[src/rtl/spi_slave_port.sv]
// spi_slave_port: SPI mode-0 slave endpoint for the AES core.
// Each chip-select frame carries key bits followed by one data block
// (MSB first). The same frame returns one result block on miso.
// All SPI pins are synchronised into clk. The design never samples on sclk.
//
// Ports:
//   clk, rst           system clock, asynchronous active-low reset
//   sclk, scs, mosi    SPI inputs from the master (asynchronous to clk)
//   miso               serial result to the master
//   rx_data/rx_valid   last complete received frame, plus a one-cycle update pulse
//   tx_data/tx_valid/tx_ready  result word handshake into the holding register
//   busy               a frame is in progress
//   frame_err          one-cycle pulse when a frame is aborted early
//   tx_underrun        one-cycle pulse when a frame starts with no result word
module spi_slave_port #(
    parameter int unsigned Nk       = 4,
    parameter int unsigned datasize = 128
) (
    input  logic                                 clk,
    input  logic                                 rst,
    input  logic                                 sclk,
    input  logic                                 scs,
    input  logic                                 mosi,
    output logic                                 miso,
    output logic [datasize + Nk*32 - 1:0]        rx_data,
    output logic                                 rx_valid,
    input  logic [datasize-1:0]                  tx_data,
    input  logic                                 tx_valid,
    output logic                                 tx_ready,
    output logic                                 busy,
    output logic                                 frame_err,
    output logic                                 tx_underrun
);

    localparam int unsigned FRAME_BITS = datasize + Nk*32;
    localparam int unsigned CNT_W      = $clog2(FRAME_BITS + 1);

    typedef enum logic [1:0] {IDLE, SHIFT, DONE} state_t;

    state_t                  state, state_nx;

    // Two synchroniser flops, plus a third flop on sclk/scs for edge detection
    logic [2:0]              sclk_q, scs_q;
    logic [1:0]              mosi_q;

    logic [FRAME_BITS-1:0]   rx_shift, rx_shift_nx;
    logic [CNT_W-1:0]        bit_cnt, bit_cnt_nx;
    logic [datasize-1:0]     tx_shift, tx_shift_nx;
    logic [datasize-1:0]     hold, hold_nx;
    logic                    pending, pending_nx;
    logic [FRAME_BITS-1:0]   rx_data_nx;
    logic                    rx_valid_nx, frame_err_nx, underrun_nx;
    logic                    miso_nx, busy_nx;

    logic                    sclk_rise_c, sclk_fall_c, scs_fall_c, scs_rise_c;
    logic                    mosi_bit_c, tx_hs_c, last_bit_c;

    assign sclk_rise_c = sclk_q[1] & ~sclk_q[2];
    assign sclk_fall_c = ~sclk_q[1] & sclk_q[2];
    assign scs_fall_c  = ~scs_q[1] & scs_q[2];
    assign scs_rise_c  = scs_q[1] & ~scs_q[2];
    assign mosi_bit_c  = mosi_q[1];
    assign tx_hs_c     = tx_valid & tx_ready;
    assign last_bit_c  = sclk_rise_c && (bit_cnt == CNT_W'(FRAME_BITS - 1));

    // Next-state and next-output logic
    always_comb begin
        state_nx     = state;
        rx_shift_nx  = rx_shift;
        bit_cnt_nx   = bit_cnt;
        tx_shift_nx  = tx_shift;
        hold_nx      = hold;
        pending_nx   = pending;
        rx_data_nx   = rx_data;
        rx_valid_nx  = 1'b0;
        frame_err_nx = 1'b0;
        underrun_nx  = 1'b0;

        if (tx_hs_c) begin
            hold_nx    = tx_data;
            pending_nx = 1'b1;
        end

        unique case (state)
            IDLE: begin
                if (scs_fall_c) begin
                    // pending and a handshake are exclusive: tx_ready mirrors !pending
                    if (pending) begin
                        tx_shift_nx = hold;
                        pending_nx  = 1'b0;
                    end else if (tx_hs_c) begin
                        tx_shift_nx = tx_data;
                        pending_nx  = 1'b0;
                    end else begin
                        tx_shift_nx = '0;
                        underrun_nx = 1'b1;
                    end
                    bit_cnt_nx  = '0;
                    rx_shift_nx = '0;
                    state_nx    = SHIFT;
                end
            end
            SHIFT: begin
                if (sclk_fall_c) begin
                    tx_shift_nx = {tx_shift[datasize-2:0], 1'b0};
                end
                if (sclk_rise_c) begin
                    rx_shift_nx = {rx_shift[FRAME_BITS-2:0], mosi_bit_c};
                    bit_cnt_nx  = bit_cnt + CNT_W'(1);
                end
                if (last_bit_c) begin
                    // A coincident scs rise still counts as a complete frame
                    rx_data_nx  = rx_shift_nx;
                    rx_valid_nx = 1'b1;
                    state_nx    = scs_rise_c ? IDLE : DONE;
                end else if (scs_rise_c) begin
                    frame_err_nx = 1'b1;
                    state_nx     = IDLE;
                end
            end
            DONE: begin
                if (scs_rise_c) begin
                    state_nx = IDLE;
                end
            end
            default: begin
                state_nx = IDLE;
            end
        endcase

        miso_nx = (state_nx == SHIFT) ? tx_shift_nx[datasize-1] : 1'b0;
        busy_nx = (state_nx != IDLE);
    end

    // State, synchronisers and registered outputs
    always_ff @(posedge clk or negedge rst) begin
        if (!rst) begin
            state       <= IDLE;
            sclk_q      <= '0;
            scs_q       <= '1;
            mosi_q      <= '0;
            rx_shift    <= '0;
            bit_cnt     <= '0;
            tx_shift    <= '0;
            hold        <= '0;
            pending     <= 1'b0;
            tx_ready    <= 1'b1;
            rx_data     <= '0;
            rx_valid    <= 1'b0;
            frame_err   <= 1'b0;
            tx_underrun <= 1'b0;
            miso        <= 1'b0;
            busy        <= 1'b0;
        end else begin
            state       <= state_nx;
            sclk_q      <= {sclk_q[1:0], sclk};
            scs_q       <= {scs_q[1:0], scs};
            mosi_q      <= {mosi_q[0], mosi};
            rx_shift    <= rx_shift_nx;
            bit_cnt     <= bit_cnt_nx;
            tx_shift    <= tx_shift_nx;
            hold        <= hold_nx;
            pending     <= pending_nx;
            tx_ready    <= ~pending_nx;
            rx_data     <= rx_data_nx;
            rx_valid    <= rx_valid_nx;
            frame_err   <= frame_err_nx;
            tx_underrun <= underrun_nx;
            miso        <= miso_nx;
            busy        <= busy_nx;
        end
    end

endmodule

[config.mk]
export PLATFORM = sky130hd
export DESIGN_NAME = spi_slave_port
export DESIGN_NICKNAME = d
export VERILOG_FILES = /design/src/rtl/spi_slave_port.sv
export SDC_FILE = /design/constraint.sdc
export NUM_CORES = 1
export LEC_CHECK = 0
export ABC_CLOCK_PERIOD_IN_PS = 2380
export CORE_ASPECT_RATIO = 1.4
export CORE_MARGIN = 5
export CORE_UTILIZATION = 55
export CTS_CLUSTER_DIAMETER = 30
export DETAILED_ROUTE_END_ITERATION = 10
export PLACE_DENSITY_LB_ADDON = 0.25
export REMOVE_ABC_BUFFERS = 1
export SETUP_SLACK_MARGIN = 0.3
export SYNTH_ARGS = -nofsm -noshare
export SYNTH_HDL_FRONTEND = slang
export SYNTH_SLANG_ARGS = --single-unit
export TNS_END_PERCENT = 30
[constraint.sdc]
create_clock -name clk -period 2.38 [get_ports clk]
set_clock_uncertainty 0.2 [all_clocks]
set_input_delay 0.238 -clock clk [delete_from_list [all_inputs] [get_ports clk]]
set_output_delay 0.238 -clock clk [all_outputs]
set_load 0.005 [all_outputs]
== After elaboration in Yosys (flattened, before gate mapping) ==
Index checks and enable logic that the tools add are counted.
W data, S select, Z words.
Operators by class
  $add $sub $neg: 1
  equal/unequal tests: 7
  multiplexer cells: 31
  bitwise gates (word level): 10
  reduce and logical (&&, ||, !) cells: 8
Operators by type and width (number)
  $mux W128: 4
  $mux W256: 2
  $pmux W256 S2: 1
  $pmux W128 S2: 1
  $mux W9: 2
  $pmux W9 S2: 1
  $mux W1: 15
  $add A9 B1 Y9 const B: 1
  $eq A9 B8 Y1 const B: 1
  $mux W2: 4
  $ne A2 B2 Y1 const B: 3
  $pmux W2 S3: 1
  $reduce_and A3 Y1: 2
  $and A1 B1 Y1: 5
  $not A1 Y1: 5
  $eq A2 B1 Y1 const B: 2
  $reduce_and A2 Y1: 2
  $reduce_bool A2 Y1: 2
  $eq A2 B2 Y1 const B: 1
  $logic_not A2 Y1: 1
  $logic_and A1 B1 Y1: 1
Storage, ports and cells
  register bits after elaboration: 794
  output and inout bits: 262

== Longest topological paths before layout ==
Gate-level depths: netlist of run 1.
  word-level depth: 7
  depth in mapped cells: 8

== Least setup slack after synthesis of run 1 ==
OpenSTA, ideal clock, no wires.
  path kind: reg-to-reg
  start: register bit_cnt[0]
  end: register rx_data[181]
  library setup time: 125 ps
  data arrival time: 1765 ps
  required time: 2055 ps
  path slack: 290 ps
  stages on the path, launching flop included: 9
  period minus slack after synthesis: 2090 ps
  cells stage by stage: dfrtp_1 > ha_1 > nand3_1 > nor2_1 > ha_1 > nand2_2 > buf_2 > buf_4 > mux2_2
On the way
  longest elaborated chain between the ends: 3
Ends and longest elaborated chain
  from (decl): line 47  | logic [CNT_W-1:0] bit_cnt, bit_cnt_nx;
  from (signal assigned): line 160  | bit_cnt <= bit_cnt_nx;
  $eq A9 B8 Y1: line 64  | assign last_bit_c = sclk_rise_c && (bit_cnt == CNT_W'(FRAME_BITS - 1));
  $logic_and A1 B1 Y1: line 64
  $reduce_and A2 Y1 (no line)
  to (signal assigned): line 165  | rx_data <= rx_data_nx;
  to (decl): line 25  | output logic [datasize + Nk*32 - 1:0] rx_data,
Every way passes these cells.
A chain may end at the register's enable or synchronous reset.

== Worst setup path in the final report of run 1 ==
  start: register bit_cnt[4]
  end: register rx_data[223]
The elaborated chain is that of the path after synthesis.

==> qor.log, run 1 <==
INFO  synthesis      ys_seq_area_frac=0.6283
INFO  floorplan      io_pins=396
INFO  place          placed_area=36380um^2
INFO  timing         finalWorstSetupSlack=0.1848ns
INFO  clocking       cts_inserted_buffers=131
INFO  timing         slew-limit-headroom=0.4585
INFO  routing        dr_total_vias=24760
INFO  global_route   global_route.overflow_total=0
INFO  worst_setup_path cp_data_arrival_time=2.54ns
INFO  worst_setup_path cpPeakStageDelay=0.39ns
INFO  worst_setup_path crit_required=2.73ns
INFO  synthesis      synthesis.area_per_instance=12.25um^2
INFO  routing        post_drt_wl_per_cell=23.98um
INFO  clocking       htree_num_levels=4
INFO  global_route   first_global_vias=25970
INFO  global_route   first_pass_grt_wire_length=145400um
INFO  place          dp.cells=3571
INFO  timing         tightest_slew=0.8114ns
INFO  synthesis      synthArstFlopShare=1.000
INFO  synthesis      synthFlopType=dfrtp_1
INFO  synthesis      synthDominantAreaCellType=dfrtp_1
INFO  global_route   grt.total_usage=0.2928
INFO  clocking       cell_at_the_root_of_the_clock_tree=clkbuf_16
INFO  synthesis      synthesis.instances=2579
INFO  final_layout   final-instance-count-excl-fill=3995
INFO  power_and_ir_drop power-per-cell-area=969.8nW/um^2
INFO  timing         fin_crit=2.195ns
INFO  synthesis      synth_most_common_cell=dfrtp_1
INFO  routing        drcViolationCount=0
INFO  global_route   initial_antenna_violation_count=6
INFO  floorplan      die_w=212.6um
INFO  floorplan      placeableCoreArea=57250um^2
INFO  timing         final_hold_viol_count=0
INFO  synthesis      synth_area=31590um^2
INFO  worst_setup_path critical_path.cell_chain=nand4_1, nor2_4, ha_4, inv_1, buf_4, o21ai_0, o21ai_2
INFO  timing         grt_setup_unrepaired=true
INFO  worst_setup_path setup.reg_to_reg.worst_slack=0.18ns
INFO  routing        drt_iter0_markers=2547
INFO  place          post-dp-hpwl=52490um
INFO  final_layout   finish.utilization=0.7564
INFO  timing         whs=0.006757ns
INFO  worst_setup_path crit_slowest_cell=dfrtp_1
INFO  synthesis      synth.cells.most_frequent=789 x dfrtp_1, 521 x nand2_1, 257 x a22o_1, 212 x mux2_2, 138 x clkbuf_1
INFO  global_route   maximum_number_of_pins_on_one_net_before_global_route_repair=128
INFO  worst_setup_path crit_family=compound AO/OA/AOI/OAI gates
INFO  routing        route.antenna.remaining_nets=0
INFO  synthesis      synth_edf_count=0
INFO  place          gp_congestion=0.8259
INFO  place          port_buffers=395
INFO  clocking       numClockSinks=793
INFO  synthesis      synth_top_cells_by_area=dfrtp_1 62%, mux2_2 7.6%, a22o_1 7.1%
INFO  floorplan      die-height=293.6um
INFO  worst_setup_path critical_path_class=reg2reg
INFO  synthesis      synth.lib_cells_used.distinct=38
INFO  routing        wl=95790um
INFO  routing        routed_via_density=6.198
INFO  synthesis      synth_largest_type_area_fraction=0.6250
INFO  timing         finalCritPeriodShare=0.9223
INFO  final_layout   syn_to_final_growth=37.08%
INFO  final_layout   fraction_of_layout_instances_using_a_drive_strength_above_1=0.1839
INFO  timing         setup_total_negative_slack=0ns
INFO  power_and_ir_drop peakVddDrop=0.0008017V
INFO  synthesis      number_of_warnings_printed_during_yosys_synthesis=0
INFO  final_layout   finish.net_count=3279
INFO  synthesis      ys_ff_latch=793
INFO  worst_setup_path critical_path_peak_fanout=44
INFO  job            drv_cap=0
INFO  worst_setup_path category_of_the_worst_setup_path_launch_point=flip-flop
INFO  clocking       largest_buffer_count_on_any_clock_path=3
INFO  worst_setup_path worstPathBufferInverterCount=2
INFO  timing         clock.fmax=455.5MHz
INFO  floorplan      rows=104
INFO  clocking       worst_skew_pair.late_latency=0.68ns
INFO  run_status     run_status=finished, final reports clean
INFO  floorplan      design.die.area=62400um^2
INFO  place          preCtsSetupSlack=0.05755ns
INFO  min_path       worst_hold_path_type=in2reg
INFO  routing        detailedRoute.firstPassIterationCount=7
INFO  power_and_ir_drop power_leakage=20.51nW
INFO  final_layout   final_design_area_no_fill=43310um^2
INFO  timing         setup_violations=0
INFO  power_and_ir_drop design_power_total=42.00mW
INFO  floorplan      start_util=0.5518
INFO  timing         report.final.slew_viol_count=0
INFO  clocking       tritoncts=yes
INFO  clocking       clkSlewWorstSetupHoldPaths=0.05ns
INFO  worst_setup_path crit_path_end_kind=flip-flop
## flip-flops by register name, indices dropped and copies added, names as in the netlist
name / cells
frame_err: 1
tx_ready: 1
scs_q: 3
sclk_q: 3
tx_underrun: 1
state: 2
bit_cnt: 9
tx_shift: 128
rx_data: 256
rx_valid: 1
pending: 1
miso: 1
mosi_q: 2
hold: 128
busy: 1
rx_shift: 255
## final cells by class
| cell class | instances | area [um^2] |
|---|---|---|
| fill | 3420 | 13950 |
| clock buffer | 164 | 3661 |
| multi-input combinational | 1554 | 10720 |
| inverter | 6 | 22.52 |
| timing repair buffer | 657 | 7276 |
| sequential | 793 | 19860 |
| antenna | 6 | 15.01 |
| tap | 742 | 928.4 |
| clock inverter | 73 | 824.5 |
## metal layers
| metal | global-route usage | wire length (um) |
|---|---|---|
| met5 | 0 | 13 |
| met4 | 0.1146 | 3529 |
| met3 | 0.06740 | 7163 |
| met2 | 0.4729 | 47590 |
| met1 | 0.3892 | 37490 |
## timing repair
action	4_1_cts	5_1_grt
setup buffers	13	11
hold buffers	130	0
hold endpoints to repair	896	0
resized for setup	27	53
cloned	6	21
pin swaps	4	5
setup endpoints to repair	617	671
## layout by cell type (no fill, tap or decap), types with 16 or more instances in the layout
cell	netlist	routed
dfrtp_1	789	787
o21ai_0	92	75
clkinvlp_4	0	16
nor2_1	48	47
buf_12	0	34
mux2_2	212	210
clkbuf_16	0	154
buf_4	7	61
nand4b_1	127	127
clkdlybuf4s50_1	0	392
dlygate4sd3_1	0	130
clkinv_2	0	18
nand2_1	521	520
a22o_1	257	257
a21oi_1	131	131
a221o_1	126	126
## kinds of logic after synthesis
group,count (synthesis),synth area share
AO/OA/AOI/OAI,611,0.1477
AND/OR/NAND/NOR,722,0.1092
buffers and inverters,234,0.03687
multiplexers,217,0.07715
flip-flops,793,0.6283
adder cells (fa/ha/maj),2,0.0007920
## worst paths after layout
path	startpoint	end	depth (start not counted)
setup / recovery	bit_cnt[4]	rx_data[223]	7
hold / removal	tx_data[89]	hold[89]	3
min in group asynchronous	rst	tx_ready	2
max in group asynchronous	rst	pending	3
hold reg to reg	mosi_q[0]	mosi_q[1]	0
setup reg to reg	bit_cnt[4]	rx_data[223]	7
## where the power goes
| part | switching (mW) | internal, mW |
|---|---|---|
| clock | 6.83 | 12.3 |
| sequential | 1.34 | 15.5 |
| combinational | 3.42 | 2.64 |
## tightest hold or removal path: stages
cell,delay [ns]
clkdlybuf4s50_1,0.46
nand2_1,0.08
nand2_1,0.05
Power figures use the tool's default switching activity.
==> run 2, diff against run 1 <==
CORE_MARGIN = 2   (was 5)
==> run 2 against run 1 <==
Against the previous run: first-iteration DRC count down 8.8%; critical path type unchanged; maximum frequency up 1.1%; core utilization down 0.55 points; via count down 2.7%; sequential power about the same; highest routed layer unchanged; sequential cell count unchanged.
==> qor.log, run 2 (synthesis gave the netlist of run 1 again) <==
INFO  final_layout   fraction_of_layout_instances_using_a_drive_strength_above_1=0.1828 [-0.001107]
INFO  job            drv_cap=0 [unchanged]
INFO  routing        post_drt_wl_per_cell=22.93um [-4.4%]
INFO  worst_setup_path crit_required=2.72ns [about the same]
INFO  routing        route.antenna.remaining_nets=0 [unchanged]
INFO  place          gp_congestion=0.8396 [+1.7%]
INFO  clocking       htree_num_levels=3 [-1]
INFO  final_layout   multiInputGateArea=10740um^2 [+0.19%]
INFO  timing         whs=0.02228ns [+0.01553 ns]
INFO  global_route   first_global_vias=24660 [-5.1%]
INFO  power_and_ir_drop power_leakage=20.09nW [-2.0%]
INFO  clocking       clkSlewWorstSetupHoldPaths=0.06ns [about the same]
INFO  clocking       cell_at_the_root_of_the_clock_tree=clkbuf_16
INFO  worst_setup_path crit_path_end_kind=flip-flop
INFO  power_and_ir_drop design_power_total=40.52mW [-3.5%]
INFO  global_route   grt.total_usage=0.2925 [-0.0003323]
INFO  timing         final_hold_viol_count=0 [unchanged]
INFO  timing         setup_violations=0 [unchanged]
INFO  timing         tightest_slew=0.9218ns [+0.1104 ns]
INFO  worst_setup_path critical_path_peak_fanout=6 [-86%]
INFO  global_route   initial_antenna_violation_count=8 [+2]
INFO  timing         slew-limit-headroom=0.3855 [-0.07300]
INFO  worst_setup_path category_of_the_worst_setup_path_launch_point=flip-flop
INFO  power_and_ir_drop power-per-cell-area=953.9nW/um^2 [-1.6%]
INFO  final_layout   largest_reg_flops=256 [unchanged]
INFO  place          post-dp-hpwl=49500um [-5.7%]
INFO  routing        drt_iter0_markers=2323 [-8.8%]
INFO  run_status     run_status=finished, final reports clean
INFO  routing        detailedRoute.firstPassIterationCount=6 [-1]
INFO  final_layout   syn_to_final_growth=34.46%
INFO  routing        total_met3_wirelength_after_detailed_routing=6973um [-2.7%]
INFO  worst_setup_path critical_path_class=reg2reg
INFO  clocking       largest_buffer_count_on_any_clock_path=3 [unchanged]
INFO  global_route   global_route.overflow_total=0 [unchanged]
INFO  final_layout   regMostFlops=rx_data
INFO  routing        dr_total_vias=24080 [-2.7%]
INFO  min_path       worst_hold_path_type=in2reg
INFO  floorplan      placeableCoreArea=56580um^2 [-1.2%]
INFO  floorplan      die_w=206.6um [-2.8%]
INFO  routing        drt-met1-wl=35760um [-4.6%]
INFO  floorplan      io_pins=396 [unchanged]
INFO  routing        highest-signal-layer=met5
INFO  routing        met2_wirelength=43850um [-7.9%]
INFO  floorplan      design.die.area=59400um^2 [-4.8%]
INFO  timing         clock.fmax=460.8MHz [+1.1%]
INFO  timing         finalCritPeriodShare=0.9119 [-0.01044]
INFO  place          port_buffers=395 [unchanged]
INFO  final_layout   ff_latch_area=19860um^2 [about the same]
INFO  final_layout   filler_cell_count=3447 [+0.79%]
INFO  final_layout   finish.utilization=0.7508 [-0.005513]
INFO  clocking       worst_skew_pair.late_latency=0.66ns [-0.02 ns]
INFO  clocking       numClockSinks=793 [unchanged]
INFO  routing        drcViolationCount=0 [unchanged]
INFO  clocking       cts_inserted_buffers=116 [-11%]
INFO  global_route   first_pass_grt_wire_length=137500um [-5.4%]
INFO  clocking       tritoncts=yes
INFO  worst_setup_path cp_data_arrival_time=2.51ns [-0.03 ns]
INFO  timing         report.final.slew_viol_count=0 [unchanged]
INFO  timing         finalWorstSetupSlack=0.2097ns [+0.02484 ns]
INFO  final_layout   layout.cells.most_common_list=786 x dfrtp_1, 520 x nand2_1, 392 x clkdlybuf4s50_1, 257 x a22o_1, 210 x mux2_2
INFO  routing        wl=90330um [-5.7%]
INFO  final_layout   finish.net_count=3234 [-1.4%]
INFO  floorplan      start_util=0.5584 [+0.006626]
INFO  routing        routed_via_density=6.113 [-1.4%]
INFO  timing         grt_setup_unrepaired=true
INFO  floorplan      die-height=287.6um [-2.0%]
INFO  global_route   maximum_number_of_pins_on_one_net_before_global_route_repair=128 [unchanged]
INFO  place          preCtsSetupSlack=0.06177ns [+0.004218 ns]
INFO  power_and_ir_drop peakVddDrop=0.0006795V [-15%]
INFO  final_layout   most_frequent_standard_cell_in_the_layout_excluding_fill_and_tap_cells=dfrtp_1
INFO  final_layout   layout_top_registers=rx_data: 256 flops, rx_shift: 255 flops
INFO  timing         fin_crit=2.170ns [-0.02484 ns]
INFO  floorplan      rows=103 [-0.96%]
## run 2: path summary, 6_finish.rpt
check	startpoint	to	slack, ns	depth (start not counted)
max reg2reg	bit_cnt[4]	rx_data[132]	0.21	8
min	tx_data[59]	hold[59]	0.02	3
max in group asynchronous	rst	rx_data[85]	1.33	4
min reg2reg	mosi_q[0]	mosi_q[1]	0.15	0
max	bit_cnt[4]	rx_data[132]	0.21	8
min in group asynchronous	rst	hold[99]	0.17	3
## run 2: per-layer routing
layer,track usage,vias up
met5,0,-
met4,0.1273,10
met3,0.06656,209
met2,0.4635,1069
met1,0.3884,12380
li1,-,10420
## run 2: power breakdown
group / internal [mW] / switching [mW] / leakage, nW
Combinational: 2.65 / 3.40 / 7.34
Clock: 11.1 / 6.69 / 2.01
Sequential: 15.5 / 1.28 / 10.7
Total: 29.2 / 11.4 / 20.1
## run 2: repair_timing
| action | in CTS | in global routing |
|---|---|---|
| setup buffers | 11 | 13 |
| cloned | 5 | 16 |
| pin swaps | 6 | 6 |
| hold buffers | 102 | 0 |
| endpoints found under the setup margin | 360 | 561 |
| gates resized for setup | 19 | 27 |
| endpoints found under the hold margin | 889 | 0 |
## run 2: area by class of cell
class | instances | share of cell area
sequential | 793 | 0.4675
clock buffer | 138 | 0.07508
antenna | 4 | 0.0002356
clock inverter | 83 | 0.02221
timing repair buffer | 623 | 0.1600
multi-input combinational | 1558 | 0.2528
inverter | 6 | 0.0005302
tap | 735 | 0.02165
## run 2: critical path: stages (launching register included)
cell       delay, ns
dfrtp_1         0.39
nand4_1         0.23
nor2_4          0.18
ha_4            0.20
nand2_8         0.12
buf_12          0.17
buf_12          0.13
clkbuf_16       0.15
mux2_2          0.28
## run 2: metrics by stage
step	setup TNS [ns]	instance area, um^2	cells
2_1_floorplan	-5751.15	30450	2351
3_3_place_gp	0	36490	3568
3_5_place_dp	0	36490	3568
4_1_cts	0	41970	3907
5_1_grt	0	42480	3939
6_report	0	42480	3940
==> patch 1, RTL diff (flow settings as in run 1) <==
Re-encode `state_t` (3 states) as one-hot, 3 bits wide.
--- a/src/rtl/spi_slave_port.sv
+++ b/src/rtl/spi_slave_port.sv
@@ -35,7 +35,7 @@
     localparam int unsigned FRAME_BITS = datasize + Nk*32;
     localparam int unsigned CNT_W      = $clog2(FRAME_BITS + 1);
 
-    typedef enum logic [1:0] {IDLE, SHIFT, DONE} state_t;
+    typedef enum logic [2:0] {IDLE = 3'b001, SHIFT = 3'b010, DONE = 3'b100} state_t;
 
     state_t                  state, state_nx;
 
Check against the original RTL: same outputs for any inputs over 4 cycles, from zero or initial values and one cycle with rst low; so few cycles prove little.
==> patch 1 against run 1 <==
Total power is 7.4% lower; final cell count is 7.9% higher; sequential share of layout area is 0.43 points lower; critical endpoint is now rx_data[254]; synthesized area hardly changed; final area is 1.1% higher; count of clock-buffer cells in the layout is 29 lower; worst setup slack worse by 0.067 ns; sequential cell count is 1 higher; die area hardly changed; routed wire length is 0.30% lower.
==> patch 1: results (changes against run 1) <==
* Status: finished clean (unchanged)
* Total Nets Final at 3592 (was 3279)
* P_sw at 11200 µW (was 11600 µW)
* Hold_buf cts at 107 (was 130)
* Area contributors post-synth: dfrtp_1, a22o_1, nand2_1 (was dfrtp_1, mux2_2, a22o_1)
* Worst Setup SP: bit_cnt[3] (was bit_cnt[4])
* First-pass GRT wire length at 142000 µm (was 145000 µm)
* Met1 track demand over resource at 0.373 (was 0.389)
* Length of routed wiring on met1 at 36700 µm (was 37500 µm)
* Routed wire per std cell at 22.2 µm (was 24.0 µm)
* Effective utilization at floorplan at 0.552 (about the same)
* Data arrival time of the critical path at 2.60 ns (was 2.54 ns)
* Highest metal layer with signal wires: met4 (was met5)
* Launch instance of the worst min-delay path: tx_data[99] (was tx_data[89])
* IR Drop Worst-Case VDD at 0.733 mV (was 0.802 mV)
* Share of post-route cells with drive strength above 1 at 0.166 (was 0.184)
* Fraction of the mapped netlist area in compound gates at 0.150 (was 0.148)
* Worst Hold Slack at 0.00378 ns (was 0.00676 ns)
* Reg-to-reg slack, setup at 0.12 ns (was 0.18 ns)
* First-pass iteration count of the detailed router at 6 (was 7)
* Post-synthesis adder-cell area fraction at 0.000792 (about the same)
* Initial DRC count at 2309 (was 2547)
* Number of gates resized after CTS at 45 (was 27)
* Mean post-synth cell area at 11.0 µm² (was 12.2 µm²)
* Met2 track demand over resource at 0.463 (was 0.473)
* Final estimated routing congestion in global placement at 0.859 (was 0.826)
* Global Route Usage Sum at 0.282 (was 0.293)
* Post-CTS setup-driven buffer insertion count at 17 (was 13)
* Final critical delay including setup and external delays at 2.26 ns (was 2.20 ns)
* Slew headroom at 0.617 (was 0.458)
* Leakage power summed over all cells at 0.0209 µW (was 0.0205 µW)
* Number of CTS-inserted buffers at 120 (was 131)
* Cell family with most CP delay: simple AND/OR/NAND/NOR gates (was compound AO/OA/AOI/OAI gates)
* Highest net fanout along the worst path at 33 (was 44)
* FF-to-FF End: rx_data[254] (was rx_data[223])
* Share of synthesized area spent on multiplexers at 0.0488 (was 0.0772)
* Min-Delay Endpoint: hold[99] (was hold[89])
* Part of the Yosys area used for sequential elements at 0.629 (was 0.628)
* Met3 layer wire length in the routed design at 6220 µm (was 7160 µm)
* Placed Instances at 3893 (was 3571)
* Placement Cell Area at 0.0369 mm² (was 0.0364 mm²)
* Synth cell types at 47 (was 38)
* Xor and xnor fraction of the mapped netlist area at 0.00166 (was 0)
[patch 1: changes by cell type after synthesis, moves of 115 or more]
cell,delta
a21oi_1,-129
o21ai_0,+158
nand4b_1,-126
nand3_1,+126
nor2_1,+332
a221o_1,-125
a221oi_1,+115
[patch 1: final cells by class]
type,instances,area share
Multi-Input combinational cell,1841,0.248
Tap cell,742,0.0212
Clock inverter,92,0.0223
Timing Repair Buffer,695,0.181
Clock buffer,135,0.0722
Inverter,4,0.000343
Antenna cell,7,0.000400
Sequential cell,794,0.454
[patch 1: worst max path at each step]
stage | end | depth (start not counted)
floorplan | bit_cnt[1] | 3
global placement | rx_data[248] | 8
detailed placement | tx_shift[99] | 6
CTS | rx_data[212] | 9
global route | rx_data[254] | 8
finish | rx_data[254] | 8
[patch 1: power by group through the flow]
stage	logic (µW)	registers (µW)	clock network (µW)
after floorplan	2450	16100	0
after global placement	4160	16000	0
after detailed placement	4350	16100	0
after CTS	4780	15900	17900
after global routing	5800	16100	18600
final	5260	15900	17700
==> patch 2, RTL diff (settings of run 1) <==
Without the edit above. The parameter `Nk` goes from 4 to 8.
--- a/src/rtl/spi_slave_port.sv
+++ b/src/rtl/spi_slave_port.sv
@@ -13,7 +13,7 @@
 //   frame_err          one-cycle pulse when a frame is aborted early
 //   tx_underrun        one-cycle pulse when a frame starts with no result word
 module spi_slave_port #(
-    parameter int unsigned Nk       = 4,
+    parameter int unsigned Nk       = 8,
     parameter int unsigned datasize = 128
 ) (
     input  logic                                 clk,
Ports: changed (resized rx_data); port bits go from 396 to 524. No check against the original RTL was run, so the function may have changed too.
==> patch 2 against run 1 <==
Non-clock buffer count grew 189; sequential power grew 23%; fmax shrank 0.54%; synthesized area grew 30%; via count grew 15%; total power grew 15%; highest routed layer is now met4; sequential cell count grew 256; routed wire length grew 16%; final area grew 28%; global-route usage shrank 2.2 points; critical path depth grew 1; worst setup slack lost 0.012 ns.
==> patch 2: results (changes against run 1) <==
* Initial DRC count at 2288 (was 2547)
* Type of the most critical hold path: in2async (was in2reg)
* Share of post-route cells with drive strength above 1 at 0.201 (was 0.184)
* Hold_buf cts at 133 (was 130)
* First-pass GRT wire length at 173000 µm (was 145000 µm)
* Clock network area share at 0.0935 (was 0.104)
* CTS sink cnt at 1049 (was 793)
* Via count of the first global-routing pass at 30.3k (was 26.0k)
* Inverters excl. clock at 2 (was 6)
* Ranking of synthesized cells by instance count: dfrtp_1, nand2_1, a22o_1 (unchanged)
* Number of CTS-inserted buffers at 143 (was 131)
* Buffers, non-clock at 846 (was 657)
* Number of gates resized after CTS at 120 (was 27)
* Final core occ at 0.746 (was 0.756)
* Detailed placement HPWL at 67600 µm (was 52500 µm)
* Clock network latency to the later pin of the worst-skew pair at 0.73 ns (was 0.68 ns)
* Synth cell types at 46 (was 38)
* Number of vias in the routed layout at 28.4k (was 24.8k)
* Count of input and output buffers at 523 (was 395)
* Clock buffer instance count of the final layout at 169 (was 164)
* Part of the Yosys area used for sequential elements at 0.639 (was 0.628)
* Data arrival time of the critical path at 2.63 ns (was 2.54 ns)
* Area contributors post-synth: dfrtp_1, mux2_4, a22o_1 (was dfrtp_1, mux2_2, a22o_1)
* Global Route Usage Sum at 0.271 (was 0.293)
* Maximum number of pins on one net before global-route repair at 139 (was 128)
* DR vias/cell at 5.86 (was 6.20)
* First-pass iteration count of the detailed router at 5 (was 7)
* Share of cell area taken by multi-input logic gates at 0.248 (about the same)
* Sequential portion of the cell area at 0.475 (was 0.459)
* IR Drop Worst-Case VDD at 0.828 mV (was 0.802 mV)
* Number of filler instances in the final layout at 4365 (was 3420)
* Multi-input gates at 1726 (was 1554)
* Status: finished clean (unchanged)
* Initial antenna violation count at 0 (was 6)
* Placed Instances at 4381 (was 3571)
* Leakage power summed over all cells at 0.0277 µW (was 0.0205 µW)
* Synthesized instance count at 3005 (was 2579)
-- patch 2: cell types whose count changed in the layout (fill, tap and decap cells not counted), sizes merged, moves of 126 or more --
| cell | change |
|---|---|
| nand4b | -126 |
| a22o | +128 |
| dfrtp | +256 |
| o21a | +126 |
| a221o | -126 |
| a22oi | +126 |
| mux2 | +173 |
| a21oi | -129 |
-- patch 2: cell families (layout without fill, tap and decap cells) --
logic type / after synthesis / after routing / synth area share
buffers and inverters: 230 / 1115 / 0.0297
flip-flops: 1049 / 1049 / 0.639
AND/OR/NAND/NOR: 558 / 558 / 0.0538
XOR/XNOR: 5 / 5 / 0.00107
adder cells (fa/ha/maj): 1 / 1 / 0.000304
multiplexers: 387 / 387 / 0.131
other: 0 / 1 / 0
AO/OA/AOI/OAI: 775 / 775 / 0.145
-- patch 2: routing by layer --
layer,vias to the layer above,part of all wire,global-route usage
li1,12300,-,-
met1,14800,0.39,0.349
met2,1108,0.52,0.459
met3,214,0.059,0.0521
met4,0,0.035,0.100
met5,-,0,0
-- patch 2: where the power goes --
part	internal (µW)	switching [µW]
clock network	14200	8480
registers	19500	1140
logic	2120	2830
-- patch 2: final timing paths --
check / start / slack, ns / cells past startpoint / endpoint
max: bit_cnt[4] / 0.17 / 8 / rx_data[119]
min: rst / 0.07 / 3 / rx_shift[1]
max reg2reg: bit_cnt[4] / 0.17 / 8 / rx_data[119]
min reg2reg: scs_q[0] / 0.16 / 0 / scs_q[1]
max in group asynchronous: rst / 0.44 / 3 / rx_data[223]
min in group clk: scs_q[0] / 0.16 / 0 / scs_q[1]
-- patch 2: worst max-delay path, stage by stage, from the launching register on --
cell,delay (ns)
dfrtp_1,0.40
nand4_4,0.13
nor4_4,0.26
buf_4,0.18
nand2_8,0.10
buf_16,0.18
buf_12,0.15
clkbuf_16,0.16
mux2_4,0.30
